$ cat src/rtl/fp_result_buffer.sv
// Result FIFO behind the FP multiplier: classifies each result on entry, never back-pressures
// the multiplier (writes into a full buffer are dropped), and keeps saturating event counters.
module fp_result_buffer #(
  parameter int unsigned DEPTH = 4,
  parameter int unsigned CNT_W = 16
) (
  input  logic                       i_clk,
  input  logic                       i_rst_n,
  input  logic                       i_valid,
  input  logic [31:0]                i_res,
  input  logic                       i_clr_cnt,
  output logic                       o_ready,
  output logic                       o_valid,
  output logic [31:0]                o_data,
  output logic [2:0]                 o_class,
  input  logic                       i_ready,
  output logic [$clog2(DEPTH):0]     o_count,
  output logic                       o_full,
  output logic                       o_empty,
  output logic [CNT_W-1:0]           o_nan_cnt,
  output logic [CNT_W-1:0]           o_inf_cnt,
  output logic [CNT_W-1:0]           o_zero_cnt,
  output logic [CNT_W-1:0]           o_sub_cnt,
  output logic [CNT_W-1:0]           o_drop_cnt
);

  localparam int unsigned AW = $clog2(DEPTH);
  localparam int unsigned CW = AW + 1;

  localparam logic [2:0] ClsZero = 3'b000;
  localparam logic [2:0] ClsSub  = 3'b001;
  localparam logic [2:0] ClsNorm = 3'b011;
  localparam logic [2:0] ClsInf  = 3'b100;
  localparam logic [2:0] ClsNan  = 3'b110;

  logic [31:0]      data_q  [DEPTH];
  logic [31:0]      data_d  [DEPTH];
  logic [2:0]       class_q [DEPTH];
  logic [2:0]       class_d [DEPTH];
  logic [AW-1:0]    wr_ptr_q, wr_ptr_d;
  logic [AW-1:0]    rd_ptr_q, rd_ptr_d;
  logic [CW-1:0]    count_q, count_d;
  logic [CNT_W-1:0] nan_q, nan_d, inf_q, inf_d, zero_q, zero_d, sub_q, sub_d, drop_q, drop_d;

  logic       full, pop, push, drop;
  logic [2:0] in_class;

  function automatic logic [CNT_W-1:0] sat_inc(input logic [CNT_W-1:0] v);
    return (v == '1) ? v : v + CNT_W'(1);
  endfunction

  always_comb begin
    in_class = ClsNorm;
    if (i_res[30:23] == 8'h00) begin
      in_class = (i_res[22:0] == 23'd0) ? ClsZero : ClsSub;
    end else if (i_res[30:23] == 8'hff) begin
      in_class = (i_res[22:0] == 23'd0) ? ClsInf : ClsNan;
    end
  end

  // A full buffer still accepts a write when the head leaves in the same cycle.
  assign full = (count_q == CW'(DEPTH));
  assign pop  = o_valid & i_ready;
  assign push = i_valid & (~full | pop);
  assign drop = i_valid & full & ~pop;

  always_comb begin
    data_d   = data_q;
    class_d  = class_q;
    wr_ptr_d = wr_ptr_q;
    rd_ptr_d = rd_ptr_q;
    count_d  = count_q;
    if (push) begin
      data_d[wr_ptr_q]  = i_res;
      class_d[wr_ptr_q] = in_class;
      wr_ptr_d          = wr_ptr_q + AW'(1);
    end
    if (pop) begin
      rd_ptr_d = rd_ptr_q + AW'(1);
    end
    if (push && !pop) begin
      count_d = count_q + CW'(1);
    end else if (pop && !push) begin
      count_d = count_q - CW'(1);
    end
  end

  always_comb begin
    nan_d  = nan_q;
    inf_d  = inf_q;
    zero_d = zero_q;
    sub_d  = sub_q;
    drop_d = drop_q;
    if (i_clr_cnt) begin
      nan_d  = '0;
      inf_d  = '0;
      zero_d = '0;
      sub_d  = '0;
      drop_d = '0;
    end else begin
      if (drop) drop_d = sat_inc(drop_q);
      if (push) begin
        unique case (in_class)
          ClsNan:  nan_d  = sat_inc(nan_q);
          ClsInf:  inf_d  = sat_inc(inf_q);
          ClsZero: zero_d = sat_inc(zero_q);
          ClsSub:  sub_d  = sat_inc(sub_q);
          default: ;
        endcase
      end
    end
  end

  always_ff @(posedge i_clk or negedge i_rst_n) begin
    if (!i_rst_n) begin
      for (int i = 0; i < int'(DEPTH); i++) begin
        data_q[i]  <= '0;
        class_q[i] <= '0;
      end
      wr_ptr_q <= '0;
      rd_ptr_q <= '0;
      count_q  <= '0;
      nan_q    <= '0;
      inf_q    <= '0;
      zero_q   <= '0;
      sub_q    <= '0;
      drop_q   <= '0;
    end else begin
      data_q   <= data_d;
      class_q  <= class_d;
      wr_ptr_q <= wr_ptr_d;
      rd_ptr_q <= rd_ptr_d;
      count_q  <= count_d;
      nan_q    <= nan_d;
      inf_q    <= inf_d;
      zero_q   <= zero_d;
      sub_q    <= sub_d;
      drop_q   <= drop_d;
    end
  end

  assign o_valid    = (count_q != '0);
  assign o_empty    = (count_q == '0);
  assign o_full     = full;
  assign o_ready    = (count_q < CW'(DEPTH));
  assign o_count    = count_q;
  assign o_data     = data_q[rd_ptr_q];
  assign o_class    = class_q[rd_ptr_q];
  assign o_nan_cnt  = nan_q;
  assign o_inf_cnt  = inf_q;
  assign o_zero_cnt = zero_q;
  assign o_sub_cnt  = sub_q;
  assign o_drop_cnt = drop_q;

endmodule
$ cat config.mk
export PLATFORM = sky130hd
export DESIGN_NAME = fp_result_buffer
export DESIGN_NICKNAME = d
export VERILOG_FILES = /design/src/rtl/fp_result_buffer.sv
export SDC_FILE = /design/constraint.sdc
export NUM_CORES = 1
export LEC_CHECK = 0
export ABC_AREA = 1
export CAP_MARGIN = 20
export CORE_MARGIN = 2
export CORE_UTILIZATION = 54
export DETAILED_ROUTE_END_ITERATION = 7
export HOLD_SLACK_MARGIN = 0.02
export PLACE_DENSITY_LB_ADDON = 0.15
export SLEW_MARGIN = 20
export SYNTH_ARGS = -nofsm -noshare
export SYNTH_HDL_FRONTEND = slang
export SYNTH_SLANG_ARGS = --single-unit
$ cat constraint.sdc
create_clock -name i_clk -period 2.4 [get_ports i_clk]
set_clock_uncertainty 0.15 [all_clocks]
set_input_delay 0.24 -clock i_clk [delete_from_list [all_inputs] [get_ports i_clk]]
set_output_delay 0.24 -clock i_clk [all_outputs]
set_load 0.05 [all_outputs]
Word level (Yosys, flattened, before mapping)

Index checks and enable logic that the tools add are counted.

Register bits: 227
Input port bits: 37
Output and inout bits: 122
Logic and storage cells: 112

Add/subtract/negate cells: 9
Magnitude comparators: 4
Equal/unequal tests: 15
Mux-type cells: 37
Bitwise operators: 9
Reduce and logical (&&, ||, !) cells: 22

Operators with widths:

| operator              | count |
|---|---|
| $mux 16               | 19 |
| $bwmux 128            | 1 |
| $mux 32               | 3 |
| $add 16x1->16 const B | 5 |
| $eq 16x16->1 const B  | 5 |
| $bmux 32 s2           | 1 |
| $demux 32 s2          | 1 |
| $logic_not 23->1      | 1 |
| $mux 3                | 7 |
| $reduce_bool 2->1     | 7 |
| $bwmux 12             | 1 |
| $reduce_and 3->1      | 4 |
| $ne 2x2->1 const B    | 5 |
| $eq 3x3->1 const B    | 3 |
| $eq 8x8->1 const B    | 1 |
| $logic_not 8->1       | 1 |
| $bmux 3 s2            | 1 |
| $demux 3 s2           | 1 |
| $ge 3x3->1 const B    | 2 |
| $logic_not 3->1       | 2 |
| $not 2->3             | 2 |
| $add 2x1->2 const B   | 2 |
| $and 1x1->1           | 4 |
| $add 3x1->3 const B   | 1 |
| 12 further kinds      | 16 |

Depth between registers and ports, before layout

Word-level depth: 8
Gate-level depth with buffers: 10

Worst setup path before layout

No wires, ideal clock.

Path kind: reg2reg
Start point: register count_q[2] (netlist: o_count[2])
End point: register count_q[2] (netlist: o_count[2])
Data arrival time: 2,616 ps
Required time: 2,106 ps
Slack: -510 ps
Stages on the path, launching flop included: 10
Clock period less this slack: 2,910 ps
Cells stage by stage: dfrtp_1 -> inv_1 -> nand2_1 -> nand2_1 -> ha_1 -> inv_1 -> fa_1 -> a21oi_1 -> o21ai_0 -> xor2_1

Word-level cells in the longest chain between the ends: 7
Elaborated cells on any way between the ends: 15
Classes of those cells: 2 x add/sub; 1 x eq/ne; 2 x mux; 4 x bitwise; 6 x reduce/logical

RTL lines:

| what                        | line | source |
|---|---|---|
| start, declared             | 42   | `logic [CW-1:0] count_q, count_d;` |
| start signal, assigned      | 133  | `count_q <= count_d;` |
| $reduce_bool 3->1 *         | 142  | `assign o_valid = (count_q != '0);` |
| via o_valid                 | 13   | `output logic o_valid,` |
| $and 1x1->1 *               | 63   | `assign pop = o_valid & i_ready;` |
| $or 1x1->1                  | 64   | `assign push = i_valid & (~full \| pop);` |
| $and 1x1->1                 | 64   |  |
| $logic_not 1->1             | 83   | `end else if (pop && !push) begin` |
| $logic_and 1x1->1           | 83   |  |
| $reduce_bool 2->1 (no line) | -    |  |

Mark *: on every way through the listed nets, which the timed path passes. The rest lies on a longest branch. The select of a mux whose other input is x is not followed.
A chain may end at the register's enable or synchronous reset.

Final worst setup path

Start point: register count_q[2] (netlist: o_count[2])
End point: output o_ready

Word-level cells in the longest chain between the ends: 1

RTL lines:

| what          | line | source |
|---|---|---|
| $lt 3x3->1    | 145  | `assign o_ready = (count_q < CW'(DEPTH));` |
| end, declared | 12   | `output logic o_ready,` |

Every way passes these cells.

==> flow_summary_export.csv <==
group,metric,value,unit
drt,drc,0,
grt,antenna_found_initial,1,
worst_hold_path,hold_class,"primary input to asynchronous set/reset pin",
placed_design,post-dp-hpwl,18.7,mm
drt,wirelength,30.0,mm
clock_network,clock_path_buffers,3,
worst_setup_path,crit_slowest_cell,"clkdlybuf4s50_1",
floorplan,die_h,153,microns
finish,seq_area,0.00568,sq mm
worst_setup_path,endpoint,"o_ready",
finish,nets,1738,
grt,grt_usage,25.4,%
placed_design,routabilityCongestion,0.851,
worst_setup_path,cp_slowest_stage_delay,820,ps
worst_setup_path,r2r_cells,8,
finish,multi_input_area,0.00576,sq mm
drt,vias_per_cell,5.47,
floorplan,die_x,153,microns
worst_setup_path,cp_top_family,"buffers and inverters",
worst_setup_path,end_kind,"primary output",
worst_setup_path,critical_path_required,2010,ps
worst_setup_path,rr_endpoint,"o_count[1]",
finish,antennaDiodeCount,0,
sta,setup_viol,0,
pwr,power_density,1220,mW/mm^2
grt,grt-ovfl-total,0,
yosys,ys_seq_area_share,47.2,%
floorplan,die_area,0.0235,sq mm
sta,relSlewSlack,50.0,%
pwr,power_leakage,6.94,nW
finish,final.fill_count,1778,
placed_design,dpl_cell_area,0.0143,sq mm
worst_setup_path,rrSetupSlack,300,ps
floorplan,start_util,55.2,%
floorplan,ioPinCount,159,
sta,finalCritPeriodShare,96.5,%
worst_setup_path,startpoint,"o_count[2]",
sta,rsz0062_at_grt,"false",
clock_network,cts-root-buf,"clkbuf_16",
finish,fin_area,0.0152,sq mm
finish,fin_util,69.8,%
grt,grt_pass1_vias,10477,
floorplan,rows,54,
clock_network,cts_tree,"done",
placed_design,port_buffers,158,
clock_network,clkSinkCount,227,
sta,fin_tns_setup,0,ps
clock_network,clkTransAtPathRegs,60,ps
yosys,yosysUniqueCellTypes,40,
sta,max_freq,432,MHz
yosys,ys_warn_count,0,
yosys,synth.cell_area,0.0120,sq mm
sta,worst_pin_slew,750,ps
pwr,max-vdd-ir-drop,0.721,mV
yosys,syn_area_per_cell,7.75,sq um
drt,vias,10842,
sta,min_period,2320,ps
floorplan,core_area,0.0218,sq mm
clock_network,clock_latency,510,ps
sta,finalHoldViolations,0,
worst_setup_path,crit_fanout,4,
clock_network,htree_levels,1,
worst_setup_path,cp_num_cells,2,
yosys,ys_ff_latch,227,
run_status,outcome,"finished clean",
sta,whs,147,ps
worst_setup_path,crit_chain,"clkinvlp_4 > clkdlybuf4s50_1",
worst_setup_path,critical_path_class,"flip-flop to primary output",
grt,grt_pass1_wl,50.5,mm
clock_network,cts_buffers,25,
drt,drtAntennaViolNets,0,
worst_setup_path,reg2reg_from,"o_count[0]",
grt,grt_max_degree,75,
drt,drt_pre_antenna_iters,7,
yosys,synthesis.nets,1601,
finish,drive_gt1_share,10.9,%
clock_network,post-cts-setup-buffer-count,0,
finish,syn2layout_area_growth,26.6,%
yosys,synthCells,1553,
drt,drt-initial-drc-count,740,
pwr,p_total,18.6,mW
worst_setup_path,start_kind,"flip-flop",
drt,avgRoutedWirePerCell,15.1,microns
flow_run,max_cap_violations,0,
sta,slew_viol_final,0,
worst_setup_path,worst-path-buf-inv,2,
worst_setup_path,cp.arrival,1930,ps
## metal layers
| layer | vias up | part of all wire (%) | track usage (%) |
|---|---|---|---|
| met1 | 5137 | 44 | 34.6 |
| li1 | 5316 | - | - |
| met4 | 2 | 1.7 | 7.32 |
| met3 | 44 | 6.5 | 4.28 |
| met2 | 343 | 48 | 42.1 |
| met5 | - | 0.043 | 0 |
## registers in the layout (all words and copies together) (netlist names)
register / cells
class_q: 12
data_q: 128
o_count: 3
o_drop_cnt: 16
o_inf_cnt: 16
o_nan_cnt: 16
o_sub_cnt: 16
o_zero_cnt: 16
rd_ptr_q: 2
wr_ptr_q: 2
## report_power, final
part	total [mW]	switching, mW	internal [mW]	leakage (nW)
clock network	3.89	1.50	2.39	0.412
registers	5.66	0.667	4.99	2.94
logic	9.09	5.38	3.71	3.59
total	18.6	7.55	11.1	6.94
## worst reg2reg max path, delay by kind of cell, from the launching register on
| kind | cells | cell delay [ps] |
|---|---|---|
| and+or+nand+nor | 3 | 450 |
| muxes | 1 | 270 |
| DFF | 1 | 470 |
| adders and majority gates | 2 | 550 |
| buffers and inverters | 2 | 110 |
## logic make-up (layout without fill, tap and decap cells)
family / Yosys count / count (layout) / share of synthesized area [%]
and+or+nand+nor: 832 / 832 / 30.3
AOI/OAI and AO/OA: 276 / 276 / 12.0
DFF: 227 / 227 / 47.2
buffers and inverters: 162 / 312 / 5.97
xor gates and xnor gates: 44 / 44 / 3.20
adders and majority gates: 11 / 11 / 1.21
muxes: 1 / 1 / 0.0935
## cell type report
| type | instances | area share, % |
|---|---|---|
| well taps | 280 | 2.30 |
| clock inverters | 7 | 0.723 |
| inverters | 85 | 2.12 |
| clock buffers | 33 | 4.70 |
| flip-flops and latches | 227 | 37.3 |
| repair buffers | 187 | 15.1 |
| multi-input cells | 1164 | 37.8 |
## cells in the mapped netlist (all sizes together)
cell type | number | area share (%)
nor3b | 4 | 0.25
nor2 | 231 | 7.7
xnor2 | 6 | 0.44
o21ai | 227 | 9.4
o22ai | 35 | 1.8
nand4 | 16 | 0.96
or2 | 3 | 0.16
ha | 10 | 1.0
o21bai | 10 | 0.62
nand2 | 451 | 15
xor2 | 38 | 2.8
mux2 | 1 | 0.094
and2 | 2 | 0.10
nand3 | 112 | 5.4
nor3 | 11 | 0.68
a21oi | 4 | 0.17
clkbuf | 28 | 0.87
buf | 49 | 2.4
clkinv | 1 | 0.031
dfrtp | 227 | 47
inv | 84 | 2.6
fa | 1 | 0.17
nand3b | 2 | 0.16
## metrics by stage
step / cells / setup WS (ps)
after floorplan: 1553 / -12.2
after global placement: 1940 / 190
after detailed placement: 1940 / 191
after CTS: 1982 / 7.85
after global routing: 1983 / 37.6
final: 1983 / 84.2
## cells in the final DEF (no fill, tap or decap), types with 5 or more instances in the layout
| cell | count |
|---|---|
| nand2_2 | 25 |
| buf_4 | 16 |
| nor3_1 | 6 |
| nand2_1 | 419 |
| nor2_2 | 5 |
| clkbuf_16 | 26 |
| clkbuf_8 | 6 |
| o21bai_1 | 10 |
| nand3_4 | 6 |
| xnor2_1 | 6 |
| o22ai_1 | 23 |
| o21ai_1 | 6 |
| o22ai_2 | 12 |
| clkdlybuf4s50_1 | 118 |
| ha_1 | 9 |
| nand3_1 | 103 |
| nand2_4 | 6 |
| dfrtp_1 | 225 |
| nand4_1 | 15 |
| inv_1 | 79 |
| nor2_4 | 5 |
| xor2_1 | 38 |
| inv_2 | 5 |
| buf_12 | 45 |
| nor2_1 | 220 |
| o21ai_0 | 221 |
## timing repair
item                                   CTS  global route
hold buffers                             2             0
gates resized for setup                  3            12
cloned                                   0             1
setup endpoints to repair                3            13
endpoints found under the hold margin   87             0
## worst min path at each step
stage	slack, ps	from	end	cells past startpoint
floorplan	-210	i_rst_n	class_q[0]	0
global placement	100	i_rst_n	data_q[20]	1
detailed placement	100	i_rst_n	data_q[19]	1
CTS	150	i_rst_n	data_q[19]	2
global route	200	i_rst_n	data_q[20]	2
finish	150	i_rst_n	data_q[20]	2
Note: power is estimated with default switching activity, not from simulation.
